`config.mk`:
```
export PLATFORM = sky130hd
export DESIGN_NAME = udm_split_bridge
export DESIGN_NICKNAME = d
export VERILOG_FILES = /design/src/rtl/udm_pkg.sv /design/src/rtl/udm_timeout_cnt.sv /design/src/rtl/udm_split_bridge.sv
export SDC_FILE = /design/constraint.sdc
export NUM_CORES = 1
export LEC_CHECK = 0
export ABC_AREA = 0
export CORE_UTILIZATION = 36
export DETAILED_ROUTE_END_ITERATION = 12
export HOLD_SLACK_MARGIN = 0.08
export PLACE_DENSITY = 0.81
export SYNTH_ARGS = -nofsm -noshare
export SYNTH_HDL_FRONTEND = slang
export SYNTH_HIERARCHICAL = 1
export SYNTH_SLANG_ARGS = --single-unit
```
`constraint.sdc`:
```
create_clock -name clk_i -period 1.75 [get_ports clk_i]
set_clock_uncertainty 0.05 [all_clocks]
set_input_delay 0.2625 -clock clk_i [delete_from_list [all_inputs] [get_ports clk_i]]
set_output_delay 0.2625 -clock clk_i [all_outputs]
set_load 0.02 [all_outputs]
```
`src/rtl/udm_pkg.sv`:
```
// Shared types and elaboration-time helpers for the split-transaction debug bridge.
package udm_pkg;

  typedef enum logic [1:0] {
    ST_IDLE,
    ST_REQ,
    ST_WAIT_RESP,
    ST_DONE
  } udm_state_e;

  localparam int UDM_MAX_DATA_W = 1024;

  // Width that holds 0..timeout inclusive; a disabled timeout still gets one bit.
  function automatic int udm_cnt_w(input int timeout);
    return (timeout > 0) ? $clog2(timeout + 1) : 1;
  endfunction

  function automatic logic [UDM_MAX_DATA_W-1:0] udm_err_data(input int width);
    logic [UDM_MAX_DATA_W-1:0] d;
    d = '0;
    for (int i = 0; i < UDM_MAX_DATA_W; i++)
      if (i < width) d[i] = 1'b1;
    return d;
  endfunction

endpackage

```
`src/rtl/udm_timeout_cnt.sv`:
```
// Wait-state watchdog: counts cycles while enabled, flags the TIMEOUT-th cycle.
module udm_timeout_cnt
  import udm_pkg::*;
#(
  parameter int TIMEOUT = 8
) (
  input  logic clk_i,
  input  logic rst_n_i,
  input  logic clr_i,
  input  logic en_i,
  output logic expired_o
);

  localparam int               CNT_W = udm_cnt_w(TIMEOUT);
  localparam logic [CNT_W-1:0] LAST  = CNT_W'(TIMEOUT - 1);

  logic [CNT_W-1:0] cnt;

  always_ff @(posedge clk_i or negedge rst_n_i) begin
    if (!rst_n_i)   cnt <= '0;
    else if (clr_i) cnt <= '0;
    else if (en_i)  cnt <= cnt + 1'b1;
  end

  // cnt holds the number of cycles already spent, so this is the last allowed one
  assign expired_o = en_i && (cnt == LAST);

endmodule

```
`src/rtl/udm_split_bridge.sv`:
```
// Enable/ack master to split-transaction bus bridge with optional write response and timeout.
module udm_split_bridge
  import udm_pkg::*;
#(
  parameter int ADDR_W  = 32,
  parameter int DATA_W  = 32,
  parameter int WR_RESP = 0,
  parameter int TIMEOUT = 0
) (
  input  logic                clk_i,
  input  logic                rst_n_i,
  input  logic                m_enb_i,
  input  logic                m_we_i,
  input  logic [ADDR_W-1:0]   m_addr_bi,
  input  logic [DATA_W/8-1:0] m_be_bi,
  input  logic [DATA_W-1:0]   m_wdata_bi,
  output logic                m_ack_o,
  output logic                m_err_o,
  output logic [DATA_W-1:0]   m_rdata_bo,
  output logic                bus_req_o,
  output logic                bus_we_o,
  output logic [ADDR_W-1:0]   bus_addr_bo,
  output logic [DATA_W/8-1:0] bus_be_bo,
  output logic [DATA_W-1:0]   bus_wdata_bo,
  input  logic                bus_ack_i,
  input  logic                bus_resp_i,
  input  logic [DATA_W-1:0]   bus_rdata_bi,
  output logic                busy_o
);

  localparam logic [DATA_W-1:0] ERR_DATA = DATA_W'(udm_err_data(DATA_W));

  udm_state_e state;
  logic       need_resp;
  logic       expired;

  assign need_resp = !bus_we_o || (WR_RESP != 0);
  assign busy_o    = (state != ST_IDLE);

  generate
    if (TIMEOUT > 0) begin : g_to
      logic to_clr, to_en;
      assign to_en  = (state == ST_REQ) || (state == ST_WAIT_RESP);
      assign to_clr = ((state == ST_IDLE) && m_enb_i) ||
                      ((state == ST_REQ) && bus_ack_i && need_resp && !bus_resp_i);
      udm_timeout_cnt #(.TIMEOUT(TIMEOUT)) u_to (
        .clk_i    (clk_i),
        .rst_n_i  (rst_n_i),
        .clr_i    (to_clr),
        .en_i     (to_en),
        .expired_o(expired)
      );
    end else begin : g_no_to
      assign expired = 1'b0;
    end
  endgenerate

  always_ff @(posedge clk_i or negedge rst_n_i) begin
    if (!rst_n_i) begin
      state        <= ST_IDLE;
      m_ack_o      <= 1'b0;
      m_err_o      <= 1'b0;
      m_rdata_bo   <= '0;
      bus_req_o    <= 1'b0;
      bus_we_o     <= 1'b0;
      bus_addr_bo  <= '0;
      bus_be_bo    <= '0;
      bus_wdata_bo <= '0;
    end else begin
      m_ack_o <= 1'b0;
      m_err_o <= 1'b0;
      case (state)
        ST_IDLE: if (m_enb_i) begin
          bus_we_o     <= m_we_i;
          bus_addr_bo  <= m_addr_bi;
          bus_be_bo    <= m_be_bi;
          bus_wdata_bo <= m_wdata_bi;
          bus_req_o    <= 1'b1;
          state        <= ST_REQ;
        end
        ST_REQ: begin
          // A real bus exit in the expiry cycle takes priority over the timeout
          if (bus_ack_i) begin
            bus_req_o <= 1'b0;
            if (!need_resp || bus_resp_i) begin
              if (!bus_we_o) m_rdata_bo <= bus_rdata_bi;
              m_ack_o <= 1'b1;
              state   <= ST_DONE;
            end else begin
              state <= ST_WAIT_RESP;
            end
          end else if (expired) begin
            bus_req_o <= 1'b0;
            if (!bus_we_o) m_rdata_bo <= ERR_DATA;
            m_ack_o <= 1'b1;
            m_err_o <= 1'b1;
            state   <= ST_DONE;
          end
        end
        ST_WAIT_RESP: begin
          if (bus_resp_i) begin
            if (!bus_we_o) m_rdata_bo <= bus_rdata_bi;
            m_ack_o <= 1'b1;
            state   <= ST_DONE;
          end else if (expired) begin
            if (!bus_we_o) m_rdata_bo <= ERR_DATA;
            m_ack_o <= 1'b1;
            m_err_o <= 1'b1;
            state   <= ST_DONE;
          end
        end
        default: state <= ST_IDLE;
      endcase
    end
  end

endmodule

```
==> impl_summary.log <==
INFO  metric run_status = finished, violations left
INFO  metric failed_checks = setup timing
INFO  metric gpl.final_weighted_congestion = around 0.76
INFO  metric grt.overflow.total = 0
INFO  metric io_buffer_count = about 210
INFO  metric timing.critical_path.slowest_cell_delay = between 0.3 and 0.4 ns
INFO  metric cp_cell_sequence = inv_2, ha_4, mux2i_2, nor3b_4, buf_6, buf_8, mux2_2
INFO  metric synth_enable_flop_cells = 0
INFO  metric period_minus_slack = 1.814 ns
INFO  metric largest_net_degree_at_the_start_of_global_routing = between 40 and 50
INFO  metric layout_setup_ws = -0.06423 ns
INFO  metric cellPowerDensity = between 1500 and 2000 nW/um^2
INFO  metric synth_top_cell_by_area = sky130_fd_sc_hd__dfrtp_1
INFO  metric global_route_wire_length_before_repair = roughly 15 mm
INFO  metric die_height = roughly 110 um
INFO  metric worst_skew_pair.late_latency = roughly 0.34 ns
INFO  metric cp-end-kind = flop
INFO  metric grt_pass1_vias = 3089
INFO  metric fp.dieArea = roughly 12000 um^2
INFO  metric layoutNonFillerInstCount = 623
INFO  metric cts_root_buffer = sky130_fd_sc_hd__clkbuf_16
INFO  metric rsz_0062_raised_after_global_routing = yes
INFO  metric grt_util_all_layers = 0.1664
INFO  metric setup-violations-final = 32
INFO  metric io_pins = ~210
INFO  metric finalHoldViolations = 0
INFO  metric routedWlPerCell = approximately 17 um
INFO  metric iter_0_drt_violations = between 90 and 100
INFO  metric drt-total-wl = 10.58 mm
INFO  metric synth.ff_latch_count = between 100 and 150
INFO  metric synth.top_cell.area_share = 0.6434
INFO  metric asyncSetResetFlopFracSynth = 1.000
INFO  metric synth_fp_nets = about 360
INFO  metric worst-path-buf-inv = 3
INFO  metric synth_cell_types = 23
INFO  metric drt.antenna.violating_nets = 0
INFO  metric place_inst = 601
INFO  metric largest_voltage_drop_on_the_vdd_net = between 1 and 1.5 mV
INFO  metric drt_first_pass_iters = 4
INFO  metric timing.max_cap.violations = 0
INFO  metric half_perimeter_wire_length_after_detailed_placement = roughly 7.3 mm
INFO  metric synth.top_cells.by_area = sky130_fd_sc_hd__dfrtp_1 (64%), sky130_fd_sc_hd__mux2_2 (28%), sky130_fd_sc_hd__ha_1 (1.8%), sky130_fd_sc_hd__buf_2 (0.86%), sky130_fd_sc_hd__buf_6 (0.83%)
INFO  metric row_count = 38
INFO  metric power_leakage = around 2.9 nW
INFO  metric synthesis.area = ~4100 um^2
INFO  metric drcViolationCount = 0
INFO  metric critical-path-slowest-cell = sky130_fd_sc_hd__dfrtp_1
INFO  metric clkSinkCount = 105
INFO  metric required = around 1.9 ns
INFO  metric nets = between 500 and 600
INFO  metric fmaxAchievable = 551.2 MHz
INFO  metric final_number_of_max_transition_violations = 0
INFO  metric antenna_found_initial = 0
INFO  metric detailroute.via_count = between 2000 and 3000
INFO  metric worst_setup_hold_path_clk_slew = approximately 0.06 ns
INFO  metric worstSetupStartpointType = flop
INFO  metric postSynthCellCount = approximately 250
INFO  metric insertedDiodeCount = 0
INFO  metric hold_class = in -> async
INFO  metric share_of_cells_above_drive_strength_1 = 0.3064
INFO  metric yosysWarnings = 6
INFO  metric period_utilisation_layout = 1.037
INFO  metric h-tree-depth = 3
INFO  metric tritoncts = built
INFO  metric cp.arrival = between 1.5 and 2 ns
INFO  metric pre_cts_slack = -0.1505 ns
INFO  metric synth_top_cells_by_count = sky130_fd_sc_hd__dfrtp_1 (105), sky130_fd_sc_hd__mux2_2 (103), sky130_fd_sc_hd__buf_2 (7)
INFO  metric viasPerCell = around 4.8
INFO  metric critPathKind = reg -> reg
INFO  metric critical-path-top-delay-family = multiplexers
INFO  metric die-width = around 110 um
INFO  metric synth-main-ff-cell = sky130_fd_sc_hd__dfrtp_1
INFO  metric clock_tree.buffer_depth = 2
INFO  metric syn2layout_area_growth = 70.28%
INFO  metric syn_avg_cell_area = about 16 um^2
INFO  metric cts_made_buffers = 9
INFO  metric critPathMaxFanout = 8
INFO  metric n_fill_cell = about 830
INFO  metric initial_core_util = 0.3735
INFO  metric synth.yosys.seq_area_share = 0.6434
INFO  metric synth.most_common_cell = sky130_fd_sc_hd__dfrtp_1
INFO  metric coreArea = 10940 um^2
## cell usage in the layout (no fill, tap or decap), types with 3 or more instances in the layout
cell / count
sky130_fd_sc_hd__a21oi_1: 3
sky130_fd_sc_hd__buf_4: 11
sky130_fd_sc_hd__ha_1: 4
sky130_fd_sc_hd__buf_12: 5
sky130_fd_sc_hd__dfrtp_1: 104
sky130_fd_sc_hd__mux2_2: 77
sky130_fd_sc_hd__mux2_4: 26
sky130_fd_sc_hd__inv_1: 3
sky130_fd_sc_hd__clkbuf_16: 12
sky130_fd_sc_hd__clkdlybuf4s50_1: 206
## what timing repair did
item,4_1_cts,5_1_grt
gates cloned,0,4
setup buffers,0,2
hold buffers,1,0
resized for setup,5,29
pin swaps,0,3
endpoints found under the setup margin,36,34
hold endpoints to repair,20,0
## state kept, by name (all words and copies together), names as in the netlist
signal / flops
m_ack_o: 1
bus_addr_bo: 32
m_rdata_bo: 32
bus_req_o: 1
state: 2
bus_we_o: 1
bus_be_bo: 4
bus_wdata_bo: 32
## logic make-up (layout without fill, tap and decap cells)
logic type                 count (synthesis)  after routing  synth area share
DFF                                      105            105            0.6434
muxes                                    104            104            0.2865
buffers and inverters                     17            251           0.02420
AOI/OAI and AO/OA                          8              8           0.01379
and+or+nand+nor                            8              8           0.01287
adders and majority gates                  6              6           0.01838
other                                      1              1         0.0009182
## final cells by class
class	instances	area, um^2	area share
flip-flops and latches	105	2629	0.3780
inverters	5	18.77	0.002699
repair buffers	231	2385	0.3429
clock buffers	12	246.5	0.03544
multi-input cells	127	1483	0.2132
clock inverters	3	17.52	0.002519
well taps	140	175.2	0.02519
## metrics by stage
step	util	TNS [ns]	total power, mW	hold WS, ns	area [um^2]
detailed placement	0.5912	-4.565	11.20	0.1367	6465
finish	0.6359	-1.211	13.38	0.3220	6954
global route	0.6359	-4.156	14.08	0.3534	6954
global placement	0.5912	-3.423	10.98	0.1285	6465
floorplan	-	-1.694	7.798	-0.08309	4098
CTS	0.6167	-1.486	13.08	0.3148	6744
## per-layer routing
layer | routed length [um] | global-route usage | vias up
met5 | 0 | 0 | -
met1 | 4037 | 0.1835 | 1475
met2 | 5380 | 0.2907 | 143
met4 | 187 | 0.07336 | 0
met3 | 973 | 0.05485 | 14
li1 | - | - | 1328
## power breakdown
| group | switching, mW | internal, mW | leakage, nW | total (mW) |
|---|---|---|---|---|
| Sequential | 0.694 | 3.69 | 1.24 | 4.38 |
| Clock | 0.828 | 0.992 | 0.128 | 1.82 |
| Combinational | 3.11 | 4.08 | 1.54 | 7.18 |
## worst paths after layout
path,slack (ns),from,end,depth (start not counted)
max in group asynchronous,0.78,rst_n_i,bus_wdata_bo[11]$_DFFE_PN0P_,3
min,0.32,rst_n_i,m_rdata_bo[30]$_DFFE_PN0P_,2
max reg2reg,-0.06,state[1]$_DFFE_PN0P_,m_rdata_bo[4]$_DFFE_PN0P_,7
max,-0.06,state[1]$_DFFE_PN0P_,m_rdata_bo[4]$_DFFE_PN0P_,7
min reg2reg,0.46,bus_addr_bo[16]$_DFFE_PN0P_,bus_addr_bo[16]$_DFFE_PN0P_,1
min in group clk_i,0.46,bus_addr_bo[16]$_DFFE_PN0P_,bus_addr_bo[16]$_DFFE_PN0P_,1
No activity file was read; power rests on OpenSTA's default activity.
